`src/rtl/fifo_arb_pkg.sv`:
```
// Shared types, width helper and reset constants for the FIFO write arbiter.
package fifo_arb_pkg;

  typedef enum logic {
    IDLE  = 1'b0,
    BURST = 1'b1
  } arb_state_e;

  // Ceiling log2 usable in parameter expressions; clog2(1) is 0.
  function automatic int clog2(input int value);
    int r;
    r = 0;
    for (int i = 0; i < 31; i++) begin
      if ((1 << i) < value) r = i + 1;
    end
    return r;
  endfunction

  localparam arb_state_e STATE_RST = IDLE;
  localparam int GRANT_RST = 0;
  localparam int BURST_CNT_RST = 0;

  function automatic int lastIdRst(input int numReq);
    return numReq - 1;
  endfunction

endpackage

```
`src/rtl/rr_picker.sv`:
```
// Round-robin selector: first set bit of v scanning upward from p+1, wrapping, p last.
module rr_picker #(
  parameter int NUM_REQ = 4,
  parameter int GW      = 2
) (
  input  logic [NUM_REQ-1:0] v,
  input  logic [GW-1:0]      p,
  output logic               found,
  output logic [GW-1:0]      idx
);

  always_comb begin
    found = 1'b0;
    idx   = '0;
    for (int k = 1; k <= NUM_REQ; k++) begin
      if (!found && v[(int'(p) + k) % NUM_REQ]) begin
        found = 1'b1;
        idx   = GW'((int'(p) + k) % NUM_REQ);
      end
    end
  end

endmodule

```
`src/rtl/fifo_write_arbiter.sv`:
```
// Round-robin burst arbiter sharing one FIFO write port among NUM_REQ producers.
module fifo_write_arbiter
  import fifo_arb_pkg::*;
#(
  parameter int DATA_WIDTH = 8,
  parameter int NUM_REQ    = 4,
  parameter int MAX_BURST  = 4
) (
  input  logic                                         Clk,
  input  logic                                         Rst,
  input  logic [NUM_REQ-1:0]                           req,
  input  logic [NUM_REQ*DATA_WIDTH-1:0]                reqData,
  output logic [NUM_REQ-1:0]                           ack,
  input  logic                                         FULL,
  output logic                                         WR,
  output logic [DATA_WIDTH-1:0]                        dataIn,
  output logic [((clog2(NUM_REQ) > 1) ? clog2(NUM_REQ) : 1)-1:0] grantId,
  output logic                                         busy
);

  localparam int GW = (clog2(NUM_REQ) > 1) ? clog2(NUM_REQ) : 1;
  localparam int BW = clog2(MAX_BURST + 1);

  arb_state_e    state_q, state_d;
  logic [GW-1:0] grantId_q, grantId_d;
  logic [GW-1:0] lastId_q, lastId_d;
  logic [BW-1:0] burstCnt_q, burstCnt_d;

  logic          reqGrant;
  logic          wrAny;
  logic          releaseGrant;
  logic [GW-1:0] pickPtr;
  logic          pickFound;
  logic [GW-1:0] pickIdx;

  // One picker serves both the initial grant and the back-to-back handover.
  assign pickPtr = (state_q == IDLE) ? lastId_q : grantId_q;

  rr_picker #(
    .NUM_REQ(NUM_REQ),
    .GW     (GW)
  ) u_picker (
    .v    (req),
    .p    (pickPtr),
    .found(pickFound),
    .idx  (pickIdx)
  );

  always_comb begin
    reqGrant = 1'b0;
    ack      = '0;
    dataIn   = '0;
    if (state_q == BURST) begin
      for (int i = 0; i < NUM_REQ; i++) begin
        if (grantId_q == GW'(i)) begin
          reqGrant = req[i];
          ack[i]   = req[i] & ~FULL;
          dataIn   = reqData[i*DATA_WIDTH +: DATA_WIDTH];
        end
      end
    end
  end

  assign wrAny        = |ack;
  assign WR           = wrAny;
  assign busy         = (state_q == BURST);
  assign grantId      = grantId_q;
  assign releaseGrant = !reqGrant || (wrAny && (burstCnt_q == BW'(MAX_BURST - 1)));

  always_comb begin
    state_d    = state_q;
    grantId_d  = grantId_q;
    lastId_d   = lastId_q;
    burstCnt_d = burstCnt_q;
    case (state_q)
      IDLE: begin
        if (pickFound) begin
          grantId_d  = pickIdx;
          burstCnt_d = '0;
          state_d    = BURST;
        end
      end
      BURST: begin
        if (wrAny) burstCnt_d = burstCnt_q + BW'(1);
        // The releasing grantee is scanned last, so it wins only when alone.
        if (releaseGrant) begin
          lastId_d = grantId_q;
          if (pickFound) begin
            grantId_d  = pickIdx;
            burstCnt_d = '0;
          end else begin
            state_d = IDLE;
          end
        end
      end
      default: state_d = IDLE;
    endcase
  end

  always_ff @(posedge Clk or posedge Rst) begin
    if (Rst) begin
      state_q    <= STATE_RST;
      grantId_q  <= GW'(GRANT_RST);
      lastId_q   <= GW'(lastIdRst(NUM_REQ));
      burstCnt_q <= BW'(BURST_CNT_RST);
    end else begin
      state_q    <= state_d;
      grantId_q  <= grantId_d;
      lastId_q   <= lastId_d;
      burstCnt_q <= burstCnt_d;
    end
  end

endmodule
```
`config.mk`:
```
export PLATFORM = sky130hd
export DESIGN_NAME = fifo_write_arbiter
export DESIGN_NICKNAME = d
export VERILOG_FILES = /design/src/rtl/fifo_arb_pkg.sv /design/src/rtl/rr_picker.sv /design/src/rtl/fifo_write_arbiter.sv
export SDC_FILE = /design/constraint.sdc
export NUM_CORES = 1
export LEC_CHECK = 0
export BUFFER_PORTS_ARGS = -buffer_cell sky130_fd_sc_hd__buf_2
export CORE_ASPECT_RATIO = 1.2
export CORE_UTILIZATION = 41
export CTS_BUF_LIST = sky130_fd_sc_hd__clkbuf_8 sky130_fd_sc_hd__clkbuf_16
export DETAILED_ROUTE_END_ITERATION = 7
export GPL_TIMING_DRIVEN = 0
export MAX_ROUTING_LAYER = met4
export PLACE_DENSITY = 0.86
export RECOVER_POWER = 100
export SYNTH_ARGS = -nofsm -noshare
export SYNTH_HDL_FRONTEND = slang
export SYNTH_SLANG_ARGS = --single-unit
export TNS_END_PERCENT = 30
```
`constraint.sdc`:
```
create_clock -name Clk -period 2.75 [get_ports Clk]
set_input_delay 0.825 -clock Clk [delete_from_list [all_inputs] [get_ports Clk]]
set_output_delay 0.825 -clock Clk [all_outputs]
set_load 0.05 [all_outputs]
```
==> flow_summary.toml, run 1 <==
[power]
total_power_mw = 1.27
pwr-share-clk_pct = 11.3
swShare_pct = 52.0
vdd_ir_drop_max_uv = 795
power.switching_mw = 0.663
p_int_mw = 0.611
pwr-share-comb_pct = 71.1
power_density_nw_per_um2 = 1110
leakagePower_nw = 0.562
p_seq_share_pct = 17.6

[placement]
dpl.hpwl_um = 1790
dp.cells = 149
numPortBuffers = 54
gp_congestion = 0.758
dpl_worst_slack_ps = 40.2

[timing]
period_minus_slack_ps = 2720
whs_ps = 505
fin_ws_ps = 27.3
rsz0062_at_grt = "yes"
hold_viol_final = 0
finalCritPeriodShare_pct = 99.0
worstMarginPinSlew_ps = 601
slew_viol_final = 0
relSlewSlack_pct = 60.1
fin_skew_ps = 6.34
setup_viol = 0
fmax_mhz = 367

[layout]
area_delta_synth_final_pct = 40.5
fin_nets = 176
antenna_cells = 0
layout.cells.non_filler = 153
final_common_cell = "buf_2"
layout_common_cells = "buf_2 (43), mux4_2 (9), clkbuf_2 (8)"
drive_gt1_share_pct = 56.7

[routing]
drtPass1Iterations = 4
drt_iter0_drc = 5
vias = 866
vias_per_cell = 5.66
routed_wl_um = 2100
routedWlPerCell_um = 13.7
drtAntennaViolNets = 0
post-route-drc-count = 0

[clocking]
numCtsBuffers = 3
cts_max_path_buffers = 2
cts.sinks = 8
cts_tree = "built"
path_clk_slew_ps = 40
htree_levels = 1
cts-root-buf = "clkbuf_8"
clock_latency_ps = 230

[floorplanning]
rows = 17
fp.dieW_um = 42.7
start_util_pct = 44.1
core_area_sq_um = 1850
die_area_sq_um = 2170
io_pins = 55
die_h_um = 50.9

[yosys]
yosysSeqAreaShare_pct = 24.8
synth_cell_type_count = 34
synth.area.top_cells = "mux4_2 (25%), dfrtp_1 (18%), dfstp_2 (6.4%)"
synthCells = 76
yosys_register_bits = 8
postSynthNetCount = 117
synth_top_area_cell = "mux4_2"
synth_area_sq_um = 816
synth_top_cell_area_share_pct = 24.8
ys_warn_count = 0
avgSynthCellArea_sq_um = 10.7

[status]
status = "completed"

[min_path]
hold_path_class = "flip-flop to flip-flop"
worstHoldStart = "burstCnt_q[2]"

[setup_path]
path_class = "primary input to output pin"
crit_fanout = 8
critPathArrivalTime_ps = 1900
r2r-start = "grantId[1]"
cp-start-kind = "primary input"
crit_required_ps = 1930
cp-end-kind = "output pin"
cp-startpoint = "req[3]"

[grt]
antenna_found_initial = 0
track_usage_pct = 20.3
gr-total-overflow = 0
grt_pass1_vias = 823
grt_pass1_wl_um = 3290
grt_start_max_net_pins = 11

[job]
drv_cap = 0
==> repair_timing <==
item / in CTS / in global routing
setup endpoints to repair: 4 / 7
cloned: 0 / 0
hold buffers: 0 / 0
pin swaps: 0 / 0
buffers inserted: 0 / 0
resized for setup: 1 / 2
==> power groups by stage <==
stage | Sequential [mW] | Clock (mW) | Combinational (mW)
after floorplan | 0.268 | 0 | 0.683
after global placement | 0.221 | 0 | 0.891
after detailed placement | 0.227 | 0 | 0.911
after CTS | 0.227 | 0.151 | 0.920
after global routing | 0.232 | 0.154 | 0.964
final | 0.224 | 0.144 | 0.905
==> worst max-delay path: stages <==
cell     delay [ps]
buf_2           140
mux4_2          540
nand2_2         110
nor2_1           70
buf_2           210
==> metal layers <==
layer,GRT usage (%),routed length [um]
met1,17.8,694
met2,39.9,1170
met3,6.36,213
met4,6.25,19
met5,-,0
==> layout make-up <==
type	count	area (sq um)
fillers	159	704
multi-input cells	59	567
repair buffers	54	265
flip-flops and latches	8	203
clock buffers	3	41.3
plain buffers	5	27.5
well taps	19	23.8
inverters	4	15.0
clock inverters	1	3.75
==> path summary, 6_finish.rpt <==
path	end	slack, ps	depth (start not counted)
setup / recovery	WR	30	5
hold / removal	burstCnt_q[2]	500	1
setup reg to reg	lastId_q[1]	1060	3
hold reg to reg	burstCnt_q[2]	500	1
max in group asynchronous	lastId_q[1]	1930	2
min in group asynchronous	burstCnt_q[2]	530	2
==> cell usage after synthesis, drive strengths merged <==
cell    instances
a211oi          1
a21boi          2
a21oi           2
a31oi           2
a32o            3
a41oi           1
and2            8
and3            2
and4            2
buf             3
clkbuf          2
dfrtp           6
dfstp           2
ha              2
inv             4
mux2            3
mux2i           1
mux4            9
nand2           6
nand2b          2
nand3           2
nor2            3
nor2b           3
o211ai          1
o21ai           1
o22ai           1
o32ai           1
or4             1
==> cells by family (layout without fill, tap and decap cells) <==
family | Yosys count | count (layout) | synth area share (%)
adder cells (fa/ha/maj) | 2 | 2 | 3.07
flip-flops | 8 | 8 | 24.8
buffers and inverters | 9 | 67 | 5.67
AND/OR/NAND/NOR | 29 | 29 | 20.7
AO/OA/AOI/OAI | 15 | 15 | 15.5
multiplexers | 13 | 13 | 30.2
==> per-stage QoR <==
step           util, %  setup TNS (ps)  area [sq um]
3_3_place_gp      60.0               0          1110
4_1_cts           62.5               0          1160
5_1_grt           61.9           -13.4          1150
3_5_place_dp      60.0               0          1110
2_1_floorplan        -               0           816
6_report          61.9               0          1150
==> flip-flops by register name, summed over array words and instances (netlist names) <==
name,flops
lastId_q,2
busy,1
grantId,2
burstCnt_q,3
(Power assumes the default switching activity.)
==> run 2: changes to the inputs <==
==> constraint.sdc (replaced) <==
create_clock -name Clk -period 2.75 [get_ports Clk]
set_input_delay 0 -clock Clk [delete_from_list [all_inputs] [get_ports Clk]]
set_output_delay 0 -clock Clk [all_outputs]
set_load 0.05 [all_outputs]
==> run 2 against run 1 <==
Net effect: sequential share of layout area increased by 0.16 points; setup slack better by 500 ps; global-route usage is 0.23 points higher; largest power group unchanged.
==> flow_summary.toml, run 2 (same netlist as run 1, synthesis figures left out) <==
[floorplanning]
core_area_sq_um = 1850
fp.dieW_um = 42.7
io_pins = 55
start_util_pct = 44.1
die_h_um = 50.9
rows = 17
die_area_sq_um = 2170

[routing]
vias_per_cell = 5.66
wl_met1_um = 708
routed_wl_um = 2100
drtPass1Iterations = 4
routedWlPerCell_um = 13.7
dr_wl_met2_um = 1170
vias = 872
drt_iter0_drc = 7
dr.max_layer_used = "met4"
wl_met3_um = 208
post-route-drc-count = 0
drtAntennaViolNets = 0

[timing]
finalCritPeriodShare_pct = 81.0
rsz0062_at_grt = "no"
period_minus_slack_ps = 2230
worstMarginPinSlew_ps = 615
hold_viol_final = 0
relSlewSlack_pct = 59.2
finalSetupTns_ps = 0
fin_skew_ps = 5.82
fmax_mhz = 449
slew_viol_final = 0
setup_viol = 0
whs_ps = 152

[min_path]
hold_path_class = "primary input to flip-flop"

[power]
vdd_ir_drop_max_uv = 714
pwr-share-clk_pct = 11.5
p_seq_share_pct = 17.9
leakagePower_nw = 0.537
power_density_nw_per_um2 = 1100
pwr-share-comb_pct = 70.5
swShare_pct = 52.7
power.switching_mw = 0.658
p_int_mw = 0.590

[clocking]
htree_levels = 1
clock_latency_ps = 230
path_clk_slew_ps = 40
cts-root-buf = "clkbuf_8"
cts_max_path_buffers = 2
cts_tree = "built"
cts.sinks = 8
numCtsBuffers = 3

[layout]
layout_common_cells = "buf_2 (43), clkbuf_1 (15), mux4_2 (9)"
largest_register_ffs = 3
finish.utilization_pct = 61.4
seq_area_sq_um = 203
largest-register = "burstCnt_q"
multi_input_area_sq_um = 561
fin_nets = 177
drive_gt1_share_pct = 48.1
fillers = 162
final_common_cell = "buf_2"
antenna_cells = 0
area_delta_synth_final_pct = 39.3

[job]
drv_cap = 0

[grt]
antenna_found_initial = 0
grt_pass1_vias = 829
gr-total-overflow = 0
grt_start_max_net_pins = 11
track_usage_pct = 20.6
grt_pass1_wl_um = 3320

[placement]
numPortBuffers = 54
dpl.hpwl_um = 1790
gp_congestion = 0.758

[setup_path]
critPathArrivalTime_ps = 2230
r2r-end = "lastId_q[1]"
crit_end = "dataIn[5]"
crit_required_ps = 2750
cp-startpoint = "grantId[0]"
path_class = "flip-flop to output pin"
rrSetupSlack_ps = 930
cp-start-kind = "flip-flop"
worst-r2r-cell-count = 3
crit_fanout = 10
cp-end-kind = "output pin"
r2r-start = "grantId[1]"

[status]
status = "completed"
run 2: cell count changes in the layout (fill, tap and decap cells not counted), moves of 2 or more:
| cell | change |
|---|---|
| clkbuf_1 | +9 |
| and2_1 | +2 |
| clkbuf_2 | -8 |
| and2_0 | -2 |
run 2: worst max-delay path, stage by stage (launching register included):
cell	delay (ps)
dfrtp_1	470
clkbuf_1	510
mux4_2	570
and2_1	170
clkbuf_1	290
run 2: what timing repair did:
action / in CTS / in global routing
endpoints found under the hold margin: 8 / 0
buffers inserted: 0 / 0
hold buffers: 1 / 0
gates resized for setup: 0 / 0
endpoints found under the setup margin: 0 / 0
run 2: power groups by stage:
stage          clock network, mW  logic [mW]  registers (mW)
2_1_floorplan                  0       0.683           0.268
3_3_place_gp                   0       0.891           0.221
3_5_place_dp                   0       0.911           0.227
4_1_cts                    0.151       0.916           0.226
5_1_grt                    0.154       0.942           0.233
6_report                   0.144       0.880           0.224
run 2: worst min-delay path by stage:
| stage | from | endpoint | slack [ps] | cells past startpoint |
|---|---|---|---|---|
| finish | FULL | burstCnt_q[0] | 150 | 3 |
| global route | req[1] | grantId[0] | 160 | 3 |
| CTS | FULL | burstCnt_q[0] | 150 | 3 |
| detailed placement | Rst | burstCnt_q[1] | -40 | 2 |
| global placement | Rst | burstCnt_q[2] | -50 | 2 |
| floorplan | Rst | burstCnt_q[0] | -190 | 1 |
run 2: layout make-up:
type                       count  area share, %
clock buffer                   3           3.63
sequential                     8           17.8
inverter                       4           1.32
buffer                         5           1.98
clock inverter                 1          0.330
tap                           19           2.09
multi-input combinational     59           49.3
timing repair buffer          55           23.5
run 2: layer usage:
| metal | global-route usage (%) | vias up |
|---|---|---|
| met1 | 17.8 | 409 |
| li1 | - | 419 |
| met2 | 40.7 | 42 |
| met5 | - | - |
| met4 | 6.25 | 0 |
| met3 | 6.36 | 2 |
run 2: through the flow:
stage                     area, sq um  power [mW]  cells  worst slack [ps]
after floorplan                   816       0.950     76               544
after global placement           1110        1.11    149              1090
after detailed placement         1110        1.14    149              1070
after CTS                        1160        1.29    154               812
after global routing             1140        1.33    154               378
final                            1140        1.25    154               524
==> run 3: changes to the inputs <==
==> constraint.sdc (replaced) <==
create_clock -name Clk -period 2.07 [get_ports Clk]
set_input_delay 0 -clock Clk [delete_from_list [all_inputs] [get_ports Clk]]
set_output_delay 0 -clock Clk [all_outputs]
set_load 0.05 [all_outputs]
==> run 3 against run 2 <==
Net effect: combinational power up 34%; worst hold slack worse by 11 ps; first-iteration DRC count rose to 2.6 times the previous value; clock power is 37% higher; global-route usage decreased by 0.15 points; sequential share of layout area decreased by 0.14 points; register-to-register slack worse by 690 ps; final area up 0.77%; clock-buffer cell count did not move; largest cell class unchanged.
==> flow_summary.toml, run 3 (same netlist as run 1, synthesis figures left out) <==
[status]
status = "completed"

[placement]
gp_congestion = 0.794
numPortBuffers = 54
dpl-instance-area_sq_um = 1110
dpl.hpwl_um = 1670

[layout]
design_area_sq_um = 1140
seq_area_sq_um = 203
drive_gt1_share_pct = 53.3
fillers = 162
finish.utilization_pct = 61.9
layout_common_cells = "buf_2 (41), mux4_2 (9), clkbuf_2 (9)"
final_common_cell = "buf_2"
multi_input_area_sq_um = 561
area_delta_synth_final_pct = 40.3
largest-register = "burstCnt_q"
fin_nets = 177
antenna_cells = 0
largest_register_ffs = 3

[routing]
drt_iter0_drc = 18
routedWlPerCell_um = 13.2
drtPass1Iterations = 4
routed_wl_um = 2030
post-route-drc-count = 0
vias_per_cell = 5.55
drtAntennaViolNets = 0
vias = 855

[floorplanning]
rows = 17
core_area_sq_um = 1850
start_util_pct = 44.1
die_area_sq_um = 2170
io_pins = 55
fp.dieW_um = 42.7
die_h_um = 50.9

[power]
power_density_nw_per_um2 = 1460
leakagePower_nw = 0.559
total_power_mw = 1.67
vdd_ir_drop_max_uv = 726

[timing]
slew_viol_final = 0
rsz0062_at_grt = "no"
relSlewSlack_pct = 59.9
period_minus_slack_ps = 1950
finalCritPeriodShare_pct = 94.0
hold_viol_final = 0
fmax_mhz = 514
fin_skew_ps = 2.92
worstMarginPinSlew_ps = 604
setup_viol = 0
finalSetupTns_ps = 0

[grt]
antenna_found_initial = 0
gr-total-overflow = 0
track_usage_pct = 20.4
grt_pass1_vias = 820
grt_start_max_net_pins = 11
grt_pass1_wl_um = 3290

[clocking]
cts.sinks = 8
postCtsSetupBuffers = 0
cts_tree = "built"
cts-root-buf = "clkbuf_8"
path_clk_slew_ps = 40
numCtsBuffers = 3
holdBufCountCts = 1
clock_latency_ps = 230
cts_max_path_buffers = 2
htree_levels = 1
cts_resized = 0

[setup_path]
cp-startpoint = "grantId[0]"
critPathArrivalTime_ps = 1950
cp-start-kind = "flip-flop"
crit_fanout = 10
r2r-start = "grantId[1]"
path_class = "flip-flop to output pin"
crit_required_ps = 2070
cp-end-kind = "output pin"

[job]
drv_cap = 0

[min_path]
hold_path_class = "primary input to flip-flop"
worstHoldStart = "req[1]"
run 3: per-layer routing:
metal	GRT usage, %	share of wire, %	vias up
li1	-	-	410
met1	18.3	35	397
met2	38.6	53	46
met3	5.30	11	2
met4	9.90	1.2	0
met5	-	0	-
run 3: stage by stage:
| stage | instances | setup WS (ps) | hold WS [ps] |
|---|---|---|---|
| finish | 154 | 123 | 141 |
| CTS | 154 | 111 | 135 |
| global placement | 149 | 399 | -57.8 |
| detailed placement | 149 | 364 | -46.0 |
| floorplan | 76 | 104 | -186 |
| global route | 154 | 6.53 | 184 |
run 3: worst paths after layout:
kind | to | slack [ps] | cells past startpoint
setup / recovery | dataIn[3] | 120 | 4
hold reg to reg | burstCnt_q[2] | 500 | 1
max in group asynchronous | lastId_q[0] | 1540 | 3
min in group asynchronous | burstCnt_q[1] | 250 | 3
hold / removal | grantId[0] | 140 | 3
setup reg to reg | lastId_q[0] | 240 | 3
run 3: worst max-delay path, cell delays in order (launching register included):
cell,delay [ps]
dfrtp_1,470
buf_2,320
mux4_2,530
and2_1,160
clkbuf_2,230
run 3: cell type report:
cell class,instances,share of cell area [%]
Timing Repair Buffer,55,23.9
Clock buffer,3,3.61
Inverter,4,1.31
Sequential cell,8,17.7
Buffer,5,2.08
Clock inverter,1,0.328
Multi-Input combinational cell,59,49.0
Tap cell,19,2.08
run 3: where the power goes:
group | switching, mW | internal [mW]
Clock | 0.0689 | 0.129
Sequential | 0.0669 | 0.231
Combinational | 0.745 | 0.434
